### src/rtl/div_share_arb.sv
// Round-robin arbiter/sequencer sharing one serial divider between NUM_REQ requesters.
// One operation in flight: grant in IDLE, issue latched operands in ISSUE, route the result in BUSY.
module div_share_arb #(
    parameter int unsigned NUM_REQ       = 2,
    parameter int unsigned WIDTH         = 64,
    parameter int unsigned TRANS_ID_BITS = 3
) (
    input  logic                                    clk_i,
    input  logic                                    rst_ni,
    input  logic                                    flush_i,
    input  logic [NUM_REQ-1:0]                      req_vld_i,
    output logic [NUM_REQ-1:0]                      req_rdy_o,
    input  logic [NUM_REQ-1:0][TRANS_ID_BITS-1:0]   req_id_i,
    input  logic [NUM_REQ-1:0][WIDTH-1:0]           req_op_a_i,
    input  logic [NUM_REQ-1:0][WIDTH-1:0]           req_op_b_i,
    input  logic [NUM_REQ-1:0][1:0]                 req_opcode_i,
    output logic [NUM_REQ-1:0]                      rsp_vld_o,
    input  logic [NUM_REQ-1:0]                      rsp_rdy_i,
    output logic [TRANS_ID_BITS-1:0]                rsp_id_o,
    output logic [WIDTH-1:0]                        rsp_res_o,
    output logic                                    div_in_vld_o,
    input  logic                                    div_in_rdy_i,
    output logic [TRANS_ID_BITS-1:0]                div_id_o,
    output logic [WIDTH-1:0]                        div_op_a_o,
    output logic [WIDTH-1:0]                        div_op_b_o,
    output logic [1:0]                              div_opcode_o,
    output logic                                    div_flush_o,
    input  logic                                    div_out_vld_i,
    output logic                                    div_out_rdy_o,
    input  logic [TRANS_ID_BITS-1:0]                div_id_i,
    input  logic [WIDTH-1:0]                        div_res_i,
    output logic                                    id_mismatch_o
);
    localparam int unsigned IDX_W = $clog2(NUM_REQ);

    typedef enum logic [1:0] {IDLE, ISSUE, BUSY} state_e;

    typedef struct packed {
        logic [TRANS_ID_BITS-1:0] id;
        logic [WIDTH-1:0]         op_a;
        logic [WIDTH-1:0]         op_b;
        logic [1:0]               opcode;
    } div_req_t;

    state_e           state_q, state_d;
    logic [IDX_W-1:0] rr_q, rr_d, owner_q, owner_d;
    logic [IDX_W-1:0] gnt_idx, cand;
    logic             gnt_vld, accept, mism_q;
    div_req_t         req_q;

    // Cyclic search starting at rr_q; first valid requester wins.
    always_comb begin
        gnt_vld = 1'b0;
        gnt_idx = '0;
        cand    = '0;
        for (int k = 0; k < int'(NUM_REQ); k++) begin
            cand = IDX_W'((int'(rr_q) + k) % int'(NUM_REQ));
            if (!gnt_vld && req_vld_i[cand]) begin
                gnt_vld = 1'b1;
                gnt_idx = cand;
            end
        end
    end

    always_comb begin
        state_d       = state_q;
        rr_d          = rr_q;
        owner_d       = owner_q;
        accept        = 1'b0;
        req_rdy_o     = '0;
        rsp_vld_o     = '0;
        div_in_vld_o  = 1'b0;
        div_out_rdy_o = 1'b0;
        unique case (state_q)
            IDLE: begin
                if (gnt_vld) begin
                    req_rdy_o[gnt_idx] = 1'b1;
                    accept             = 1'b1;
                    owner_d            = gnt_idx;
                    rr_d               = (gnt_idx == IDX_W'(NUM_REQ - 1)) ? '0 : gnt_idx + 1'b1;
                    state_d            = ISSUE;
                end
            end
            ISSUE: begin
                div_in_vld_o = 1'b1;
                if (div_in_rdy_i) state_d = BUSY;
            end
            BUSY: begin
                rsp_vld_o[owner_q] = div_out_vld_i;
                div_out_rdy_o      = rsp_rdy_i[owner_q];
                if (div_out_vld_i && rsp_rdy_i[owner_q]) state_d = IDLE;
            end
            default: state_d = IDLE;
        endcase
        // Flush kills every handshake this cycle and leaves the pointer alone.
        if (flush_i) begin
            req_rdy_o     = '0;
            rsp_vld_o     = '0;
            div_in_vld_o  = 1'b0;
            div_out_rdy_o = 1'b0;
            accept        = 1'b0;
            rr_d          = rr_q;
            owner_d       = owner_q;
            state_d       = IDLE;
        end
    end

    always_ff @(posedge clk_i or negedge rst_ni) begin
        if (!rst_ni) begin
            state_q <= IDLE;
            rr_q    <= '0;
            owner_q <= '0;
            req_q   <= '0;
            mism_q  <= 1'b0;
        end else begin
            state_q <= state_d;
            rr_q    <= rr_d;
            owner_q <= owner_d;
            if (accept) begin
                req_q.id     <= req_id_i[gnt_idx];
                req_q.op_a   <= req_op_a_i[gnt_idx];
                req_q.op_b   <= req_op_b_i[gnt_idx];
                req_q.opcode <= req_opcode_i[gnt_idx];
            end
            // Sticky until reset: a result came back tagged for a different operation.
            if (state_q == BUSY && div_out_vld_i && div_id_i != req_q.id) mism_q <= 1'b1;
        end
    end

    assign div_id_o      = req_q.id;
    assign div_op_a_o    = req_q.op_a;
    assign div_op_b_o    = req_q.op_b;
    assign div_opcode_o  = req_q.opcode;
    assign div_flush_o   = flush_i;
    assign rsp_id_o      = div_id_i;
    assign rsp_res_o     = div_res_i;
    assign id_mismatch_o = mism_q;

endmodule
### config.mk
export PLATFORM = sky130hd
export DESIGN_NAME = div_share_arb
export DESIGN_NICKNAME = d
export VERILOG_FILES = /design/src/rtl/div_share_arb.sv
export SDC_FILE = /design/constraint.sdc
export NUM_CORES = 1
export LEC_CHECK = 0
export ABC_AREA = 1
export BUFFER_PORTS_ARGS = -buffer_cell sky130_fd_sc_hd__buf_2
export CORE_AREA = 2 2 211 213
export DETAILED_ROUTE_END_ITERATION = 6
export DIE_AREA = 0 0 213 215
export PLACE_DENSITY = 0.41
export SLEW_MARGIN = 20
export SYNTH_ARGS = -nofsm -noshare
export SYNTH_HDL_FRONTEND = slang
export SYNTH_SLANG_ARGS = --single-unit
### constraint.sdc
create_clock -name clk_i -period 3.67 [get_ports clk_i]
set_clock_uncertainty 0.05 [all_clocks]
set_input_delay 0.5505 -clock clk_i [delete_from_list [all_inputs] [get_ports clk_i]]
set_output_delay 0.5505 -clock clk_i [all_outputs]
set_load 0.02 [all_outputs]
==> flow_metrics.py, run 1 <==
metrics = {
    "status": {
        "status": "finished, final reports clean",
    },
    "clock_network": {
        "cts_root_buf": "clkbuf_16",
        "cts_resized": 0,
        "htreeDepth": 4,
        "cts.sinks": 138,
        "path_clk_slew_ps": 60,
        "postCtsSetupBuffers": 0,
        "cts-hold-fix-buffers": 0,
        "clk_latency_ps": 430,
        "cts.path.max_buffers": 2,
        "cts_tree": "yes",
        "cts_buffers": 17,
    },
    "die": {
        "die_w_um": 213,
        "ios": 550,
        "num_rows": 77,
        "die-area_um2": 45800,
        "fp.coreArea_um2": 43600,
        "initial_core_util": 0.172,
        "die_h_um": 215,
    },
    "sta": {
        "slew_headroom": 0.487,
        "finalHoldViolCount": 0,
        "final-setup-viol-count": 0,
        "period_share": 0.597,
        "tightestPinTransition_ps": 769,
        "final.setup.tns_ps": 0,
        "final.min_clock_period_ps": 2190,
        "drv_slew": 0,
        "grt_setup_unrepaired": "false",
        "timing.fmax_mhz": 456,
    },
    "synthesis": {
        "ys_seq_area_frac": 0.459,
        "yosys-top-cells-area": "dfrtp_1, nand2_1, buf_4",
        "synthDistinctLibCells": 18,
        "synthCells": 1108,
        "syn_area_um2": 7520,
        "synth_nets": 1450,
        "synth_top_cell_by_area": "dfrtp_1",
        "yosys_warnings": 0,
        "ys_ff_latch": 138,
        "yosysTopAreaCellShare": 0.459,
        "avgSynthCellArea_um2": 6.79,
    },
    "setup_path": {
        "path_max_fanout": 6,
        "cp_data_arrival_time_ps": 1590,
        "path_class": "flip-flop to primary output",
        "worst_setup_path_end_kind": "primary output",
        "required_ps": 3070,
        "cp-start-kind": "flip-flop",
    },
    "global_route": {
        "grt_max_degree": 74,
        "grt_overflow_total": 0,
        "grt_pass1_wl_mm": 40.0,
        "grt_antenna_before_repair": 1,
        "grt_pass1_vias": 7624,
        "grt_usage": 0.112,
    },
    "routing": {
        "drt-pass1-iter-count": 4,
        "drc": 0,
        "via_count": 7485,
        "avgViaCountPerCell": 3.67,
        "routed_wl_mm": 26.0,
        "wl_per_cell_um": 12.8,
        "ant_nets": 0,
        "drtIter0Drc": 257,
    },
    "job": {
        "max_cap_violations": 0,
    },
    "layout": {
        "final_nets": 1774,
        "nFillCells": 4958,
        "final_area_um2": 10300,
        "drive_gt1_frac": 0.320,
        "final_util": 0.235,
        "diodes": 0,
        "syn_to_final_growth_pct": 36.5,
    },
    "placed_design": {
        "hpwl_mm": 19.4,
        "portBuffers": 421,
        "place_area_um2": 9640,
        "gp_congestion": 0.757,
    },
    "hold_path": {
        "hold_class": "input pin to async pin",
    },
    "power_and_ir_drop": {
        "power_density_nw_per_um2": 597,
        "p_total_mw": 6.13,
        "p_leak_nw": 6.25,
        "ir_drop_uv": 225,
    },
}
## placed cells by master, fill, tap and decap left out, types with 2 or more instances in the layout
cell type,synthesis,routed
clkbuf_8,0,2
clkinvlp_4,0,3
buf_12,0,3
xnor2_1,3,3
clkbuf_1,8,3
inv_4,0,2
buf_4,83,6
inv_1,13,13
clkbuf_16,0,17
bufinv_16,0,4
nand3_1,3,3
nand2_1,810,810
nor3_1,3,3
o21ai_0,3,3
buf_2,21,420
dfrtp_1,138,138
nor2_1,4,4
## state kept, by name, summed over array words and instances (netlist names)
signal	flops
div_id_o	3
div_op_a_o	64
div_op_b_o	64
div_opcode_o	2
id_mismatch_o	1
owner_q	1
rr_q	1
state_q	2
## logic make-up (layout without fill, tap and decap cells)
logic type	after synthesis	in the layout	synth area share
simple gates	824	824	0.414
xor+xnor	3	3	0.00349
buf+inv	140	477	0.122
flops	138	138	0.459
compound gates	3	3	0.00200
## where the power goes
group          switching, mW  internal, mW
combinational           1.40         0.690
sequential             0.230          1.94
clock                  0.699          1.18
total                   2.33          3.80
## worst paths after layout
| kind | start | end | slack (ps) | cells past startpoint |
|---|---|---|---|---|
| setup reg to reg | state_q[1] | div_op_a_o[5] | 1810 | 6 |
| hold reg to reg | id_mismatch_o | id_mismatch_o | 410 | 2 |
| setup / recovery | state_q[1] | req_rdy_o[0] | 1480 | 6 |
| hold / removal | rst_ni | div_op_a_o[44] | 50 | 1 |
| min in group clk_i | div_in_rdy_i | state_q[0] | 270 | 2 |
| max in group asynchronous | rst_ni | div_op_b_o[34] | 2660 | 2 |
## worst max-delay path, stage by stage (launching register included)
cell,delay [ps]
dfrtp_1,410
nor2_1,130
nand2_1,100
nor2_4,180
nand2_1,100
inv_1,70
buf_2,160
## cell usage after synthesis (all sizes together)
master  count
nand3       3
nor2        5
nand4       1
nand2     811
o21ai       3
xnor2       3
buf       117
dfrtp     138
inv        15
clkbuf      8
nor3        3
nor4        1
## area by class of cell
class / instances / area [µm²] / area share
Timing Repair Buffer: 430 / 2220 / 0.216
Multi-Input combinational cell: 830 / 3160 / 0.308
Clock inverter: 10 / 165 / 0.0161
Clock buffer: 22 / 464 / 0.0452
Tap cell: 592 / 741 / 0.0722
Inverter: 15 / 61.3 / 0.00597
Sequential cell: 138 / 3450 / 0.336
## per-stage QoR
stage	hold WS, ps	setup slack [ps]	cells
6_report	52.6	1480	2037
5_1_grt	86.1	1350	2037
2_1_floorplan	205	1770	1108
3_5_place_dp	402	1500	2005
3_3_place_gp	397	1540	2005
4_1_cts	62.6	1430	2037
## routing by layer
layer | up-vias | GRT usage | share of wire
met5 | - | 0 | 0.00050
met3 | 41 | 0.0416 | 0.084
li1 | 3878 | - | -
met1 | 3263 | 0.124 | 0.42
met2 | 301 | 0.195 | 0.47
met4 | 2 | 0.0427 | 0.024
No activity file was read; power rests on OpenSTA's default activity.
==> inputs of run 2 (changes only) <==
--- a/config.mk
+++ b/config.mk
@@ -7,10 +7,10 @@
 export LEC_CHECK = 0
 export ABC_AREA = 1
 export BUFFER_PORTS_ARGS = -buffer_cell sky130_fd_sc_hd__buf_2
-export CORE_AREA = 2 2 211 213
+export CORE_AREA = 2 2 213 215
 export DETAILED_ROUTE_END_ITERATION = 6
-export DIE_AREA = 0 0 213 215
-export PLACE_DENSITY = 0.41
+export DIE_AREA = 0 0 215 217
+export PLACE_DENSITY = 0.42
 export SLEW_MARGIN = 20
 export SYNTH_ARGS = -nofsm -noshare
 export SYNTH_HDL_FRONTEND = slang
==> constraint.sdc (replaced) <==
create_clock -name clk_i -period 1.9 [get_ports clk_i]
set_clock_uncertainty 0.05 [all_clocks]
set_input_delay 0.285 -clock clk_i [delete_from_list [all_inputs] [get_ports clk_i]]
set_output_delay 0.285 -clock clk_i [all_outputs]
set_load 0.02 [all_outputs]
==> run 2 against run 1 <==
Compared with the run above:
- combinational power grew 100%
- register-to-register slack lost 1700 ps
- sequential share of layout area shrank 0.98 points
- critical path depth is the same
==> flow_metrics.py, run 2 (synthesis gave the netlist of run 1 again) <==
metrics = {
    "clock_network": {
        "cts_root_buf": "clkbuf_16",
        "htreeDepth": 4,
        "cts_tree": "yes",
        "path_clk_slew_ps": 60,
        "cts.path.max_buffers": 2,
        "cts_buffers": 17,
        "clk_latency_ps": 440,
        "cts.sinks": 138,
    },
    "sta": {
        "tightestPinTransition_ps": 566,
        "slew_headroom": 0.623,
        "final.min_clock_period_ps": 1850,
        "grt_setup_unrepaired": "true",
        "finalHoldWorstSlack_ps": 68.8,
        "setup_ws_ps": 52.5,
        "finalHoldViolCount": 0,
        "final-setup-viol-count": 0,
        "timing.fmax_mhz": 541,
        "period_share": 0.972,
        "drv_slew": 0,
    },
    "routing": {
        "drt-pass1-iter-count": 7,
        "drc": 0,
        "wl_per_cell_um": 13.1,
        "drtIter0Drc": 329,
        "avgViaCountPerCell": 3.71,
        "via_count": 7683,
        "ant_nets": 0,
        "routed_wl_mm": 27.2,
    },
    "setup_path": {
        "crit_top_cell": "nand2_1",
        "path_max_fanout": 4,
        "path_buf_inv": 2,
        "cpPeakStageDelay_ps": 410,
        "path_class": "flip-flop to primary output",
        "slowest_stage": "dfrtp_1",
        "cp-start-kind": "flip-flop",
        "required_ps": 1560,
        "cpLargestDelayFamily": "simple AND/OR/NAND/NOR gates",
        "cp_data_arrival_time_ps": 1510,
        "worst_setup_path_end_kind": "primary output",
        "crit_chain": "nor2_1, nand2_1, nor2_4, nand2_1, inv_1, buf_4",
    },
    "placed_design": {
        "hpwl_mm": 20.7,
        "gp_congestion": 0.896,
        "place_ws_ps": 215,
        "placed_cells": 2031,
        "place_area_um2": 9920,
        "portBuffers": 421,
    },
    "layout": {
        "final_nets": 1798,
        "diodes": 0,
        "drive_gt1_frac": 0.331,
        "stdcell_count": 2069,
        "final_area_um2": 10600,
        "syn_to_final_growth_pct": 40.6,
        "layout_common_cells": "nand2_1, buf_2, dfrtp_1",
        "nFillCells": 5125,
        "final_common_cell": "nand2_1",
        "final_util": 0.237,
    },
    "global_route": {
        "grt_pass1_wl_mm": 41.6,
        "grt_pass1_vias": 7665,
        "grt_usage": 0.116,
        "grt_max_degree": 115,
        "grt_overflow_total": 0,
        "grt_antenna_before_repair": 1,
    },
    "power_and_ir_drop": {
        "p_comb_frac": 0.357,
        "power_density_nw_per_um2": 1120,
        "ir_drop_uv": 479,
        "clkPwrFrac": 0.289,
        "p_int_mw": 7.32,
        "switching_share": 0.380,
        "seqPwrFrac": 0.354,
        "p_sw_mw": 4.48,
        "p_leak_nw": 6.41,
    },
    "job": {
        "max_cap_violations": 0,
    },
    "die": {
        "initial_core_util": 0.168,
        "fp.coreArea_um2": 44700,
        "ios": 550,
        "die-area_um2": 46700,
        "num_rows": 78,
        "die_h_um": 217,
        "die_w_um": 215,
    },
    "status": {
        "status": "finished, final reports clean",
    },
    "hold_path": {
        "hold_class": "input pin to flip-flop",
    },
}
-- run 2: power by group through the flow --
stage | logic [mW] | registers, mW | clock network (mW)
after floorplan | 1.66 | 5.18 | 0
after global placement | 4.28 | 4.22 | 0
after detailed placement | 4.29 | 4.21 | 0
after CTS | 4.31 | 4.18 | 3.59
after global routing | 4.68 | 4.29 | 3.70
final | 4.22 | 4.17 | 3.41
-- run 2: path summary, 6_finish.rpt --
kind | startpoint | endpoint | slack [ps] | cells past startpoint
worst max register to register | rr_q | div_op_a_o[62] | 140 | 10
worst min register to register | id_mismatch_o | id_mismatch_o | 410 | 2
worst max-delay path | state_q[1] | req_rdy_o[0] | 50 | 6
max in group asynchronous | rst_ni | div_op_b_o[48] | 940 | 3
min in group asynchronous | rst_ni | div_op_b_o[13] | 290 | 2
worst min-delay path | req_op_b_i[93] | div_op_b_o[29] | 70 | 5
-- run 2: what timing repair did --
action                                  in CTS  in global routing
endpoints found under the setup margin       3                  3
setup buffers                                3                  1
pin swaps                                    1                  4
endpoints found under the hold margin       32                  0
hold buffers                                 2                  0
resized for setup                            2                  3
-- run 2: through the flow --
step	TNS (ps)	power (mW)
2_1_floorplan	0	6.84
3_3_place_gp	0	8.50
3_5_place_dp	0	8.50
4_1_cts	0	12.1
5_1_grt	-185	12.7
6_report	0	11.8
-- run 2: cell type report --
cell class / instances / area, µm² / share of cell area
Clock buffer: 23 / 468 / 0.0443
Clock inverter: 9 / 120 / 0.0114
Inverter: 15 / 61.3 / 0.00580
Multi-Input combinational cell: 830 / 3170 / 0.300
Sequential cell: 138 / 3450 / 0.327
Tap cell: 600 / 751 / 0.0710
Timing Repair Buffer: 454 / 2550 / 0.241
-- run 2: worst min-delay path, delay by kind of cell --
kind	cells	cell delay (ps)
buffers and inverters	1	70
AND/OR/NAND/NOR	4	170
-- run 2: layer usage --
| layer | routed length (µm) | vias up | GRT usage |
|---|---|---|---|
| li1 | - | 3930 | - |
| met1 | 11400 | 3376 | 0.134 |
| met2 | 12400 | 334 | 0.188 |
| met3 | 2450 | 41 | 0.0449 |
| met4 | 880 | 2 | 0.0584 |
| met5 | 14 | - | 0 |
==> inputs of run 3 (changes only) <==
--- a/config.mk
+++ b/config.mk
@@ -7,10 +7,11 @@
 export LEC_CHECK = 0
 export ABC_AREA = 1
 export BUFFER_PORTS_ARGS = -buffer_cell sky130_fd_sc_hd__buf_2
-export CORE_AREA = 2 2 213 215
+export CORE_AREA = 2 2 215 217
 export DETAILED_ROUTE_END_ITERATION = 6
-export DIE_AREA = 0 0 215 217
-export PLACE_DENSITY = 0.42
+export DIE_AREA = 0 0 217 219
+export PLACE_DENSITY = 0.4
+export REMOVE_ABC_BUFFERS = 1
 export SLEW_MARGIN = 20
 export SYNTH_ARGS = -nofsm -noshare
 export SYNTH_HDL_FRONTEND = slang
==> constraint.sdc (replaced) <==
create_clock -name clk_i -period 1.8 [get_ports clk_i]
set_clock_uncertainty 0.05 [all_clocks]
set_input_delay 0.27 -clock clk_i [delete_from_list [all_inputs] [get_ports clk_i]]
set_output_delay 0.27 -clock clk_i [all_outputs]
set_load 0.02 [all_outputs]
==> run 3 against run 2 <==
Compared with the run above:
- via count increased by 4.8%
- clock-buffer cell count shrank 2
- wire length grew 30%
- largest power group unchanged
- total power grew 7.1%
- setup slack improved by 4.6 ps
- cell count grew 1.0%
- highest routed layer unchanged
- core utilization up 0.53 points
- sequential cell count is the same
- first-iteration DRC count increased by 39%
- register-to-register slack improved by 30 ps
- largest cell class unchanged
==> flow_metrics.py, run 3 (synthesis gave the netlist of run 1 again) <==
metrics = {
    "die": {
        "die_h_um": 219,
        "ios": 550,
        "die-area_um2": 47500,
        "die_w_um": 217,
        "initial_core_util": 0.167,
        "fp.coreArea_um2": 45100,
        "num_rows": 78,
    },
    "clock_network": {
        "path_clk_slew_ps": 60,
        "cts.path.max_buffers": 2,
        "clk_latency_ps": 420,
        "cts_root_buf": "clkbuf_16",
        "cts_buffers": 17,
        "htreeDepth": 4,
        "cts.sinks": 138,
        "cts_tree": "yes",
    },
    "power_and_ir_drop": {
        "clkPwrFrac": 0.276,
        "p_comb_frac": 0.374,
        "p_int_mw": 7.71,
        "p_total_mw": 12.6,
        "seqPwrFrac": 0.349,
        "switching_share": 0.390,
        "power_density_nw_per_um2": 1160,
        "p_sw_mw": 4.93,
        "ir_drop_uv": 430,
        "p_leak_nw": 6.56,
    },
    "routing": {
        "drtIter0Drc": 458,
        "drt-pass1-iter-count": 5,
        "ant_nets": 0,
        "wl_per_cell_um": 16.9,
        "routed_wl_mm": 35.3,
        "drc": 0,
        "avgViaCountPerCell": 3.85,
        "via_count": 8053,
    },
    "job": {
        "max_cap_violations": 0,
    },
    "layout": {
        "syn_to_final_growth_pct": 45.0,
        "diodes": 0,
        "seq_area_um2": 3450,
        "multi_input_area_um2": 3210,
        "final_common_cell": "nand2_1",
        "drive_gt1_frac": 0.348,
        "nFillCells": 5152,
        "final_nets": 1819,
        "final_area_um2": 10900,
        "stdcell_count": 2090,
        "layout_common_cells": "nand2_1, buf_2, dfrtp_1",
    },
    "setup_path": {
        "worst-path-stages": 6,
        "crit_chain": "nor2_2, nand2_2, nor2_4, nand2_2, inv_2, buf_6",
        "cpLargestDelayFamily": "simple AND/OR/NAND/NOR gates",
        "reg2reg_setup_slack_ps": 170,
        "cpPeakStageDelay_ps": 410,
        "r2r_start": "state_q[0]",
        "cp_data_arrival_time_ps": 1420,
        "slowest_stage": "dfrtp_1",
        "required_ps": 1480,
        "path_class": "flip-flop to primary output",
        "worst_setup_path_end_kind": "primary output",
        "critPathLaunch": "state_q[0]",
        "path_max_fanout": 4,
        "cp-start-kind": "flip-flop",
        "rr_worst_depth": 9,
        "crit_top_cell": "nand2_2",
        "path_buf_inv": 2,
    },
    "placed_design": {
        "placed_cells": 2043,
        "place_area_um2": 10000,
        "gp_congestion": 0.762,
        "hpwl_mm": 26.4,
        "portBuffers": 421,
    },
    "sta": {
        "final.setup.tns_ps": 0,
        "tightestPinTransition_ps": 436,
        "timing.fmax_mhz": 574,
        "slew_headroom": 0.709,
        "period_share": 0.968,
        "final.min_clock_period_ps": 1740,
        "finalHoldViolCount": 0,
        "grt_setup_unrepaired": "true",
        "final-setup-viol-count": 0,
        "drv_slew": 0,
    },
    "global_route": {
        "grt_pass1_vias": 7730,
        "grt_pass1_wl_mm": 48.9,
        "grt_overflow_total": 0,
        "grt_usage": 0.141,
        "grt_max_degree": 71,
        "grt_antenna_before_repair": 1,
    },
    "status": {
        "status": "finished, final reports clean",
    },
    "hold_path": {
        "hold_path_depth": 5,
        "hold_class": "input pin to flip-flop",
        "hold_start": "req_op_a_i[120]",
    },
}
[run 3: cell types whose count changed in the layout (fill, tap and decap cells not counted), moves of 3 or more]
| cell | previous run | this run |
|---|---|---|
| inv_1 | 13 | 10 |
| buf_16 | 0 | 3 |
| nand2_1 | 810 | 805 |
| buf_6 | 1 | 5 |
| buf_4 | 20 | 32 |
| nand2_2 | 0 | 4 |
| clkinv_4 | 0 | 4 |
| inv_2 | 0 | 3 |
[run 3: tightest hold or removal path: stages]
cell	delay (ps)
buf_2	70
nand2_1	40
nand2_1	50
nand2_1	40
nand2_1	40
[run 3: through the flow]
| stage | utilization | setup WS, ps | hold WS (ps) |
|---|---|---|---|
| after detailed placement | 0.222 | 146 | 182 |
| after global routing | 0.242 | -62.5 | 56.6 |
| after CTS | 0.239 | -43.8 | 22.1 |
| after floorplan | - | -3510 | -75.6 |
| final | 0.242 | 57.2 | 65.0 |
| after global placement | 0.222 | 123 | 190 |
[run 3: timing repair]
item	4_1_cts	5_1_grt
setup endpoints to repair	4	29
resized for setup	15	16
cloned	2	3
pin swaps	4	6
endpoints found under the hold margin	34	0
setup buffers	5	4
hold buffers	2	0
[run 3: cell type report]
| type | count | area share |
|---|---|---|
| sequential | 138 | 0.317 |
| multi-input combinational | 830 | 0.294 |
| timing repair buffer | 474 | 0.259 |
| tap | 600 | 0.0688 |
| clock buffer | 21 | 0.0413 |
| clock inverter | 11 | 0.0112 |
| inverter | 15 | 0.00780 |
| timing repair inverter | 1 | 0.00103 |
[run 3: power groups by stage]
| stage | clock (mW) | sequential, mW | combinational [mW] |
|---|---|---|---|
| after floorplan | 0 | 5.47 | 1.43 |
| after global placement | 0 | 4.48 | 4.57 |
| after detailed placement | 0 | 4.45 | 4.60 |
| after CTS | 3.66 | 4.42 | 4.73 |
| after global routing | 3.80 | 4.53 | 5.22 |
| final | 3.49 | 4.42 | 4.73 |
[run 3: routing by layer]
metal | global-route usage | routed length, µm | vias up
met5 | 0.0760 | 598 | -
met4 | 0.0320 | 447 | 10
met3 | 0.111 | 5280 | 29
met2 | 0.194 | 14000 | 403
met1 | 0.163 | 14900 | 3639
li1 | - | - | 3972
[run 3: worst paths after layout]
check | end
min in group asynchronous | div_op_a_o[62]
min reg2reg | div_op_a_o[12]
min | div_op_a_o[56]
max reg2reg | div_op_b_o[44]
max | req_rdy_o[0]
max in group asynchronous | div_op_b_o[62]
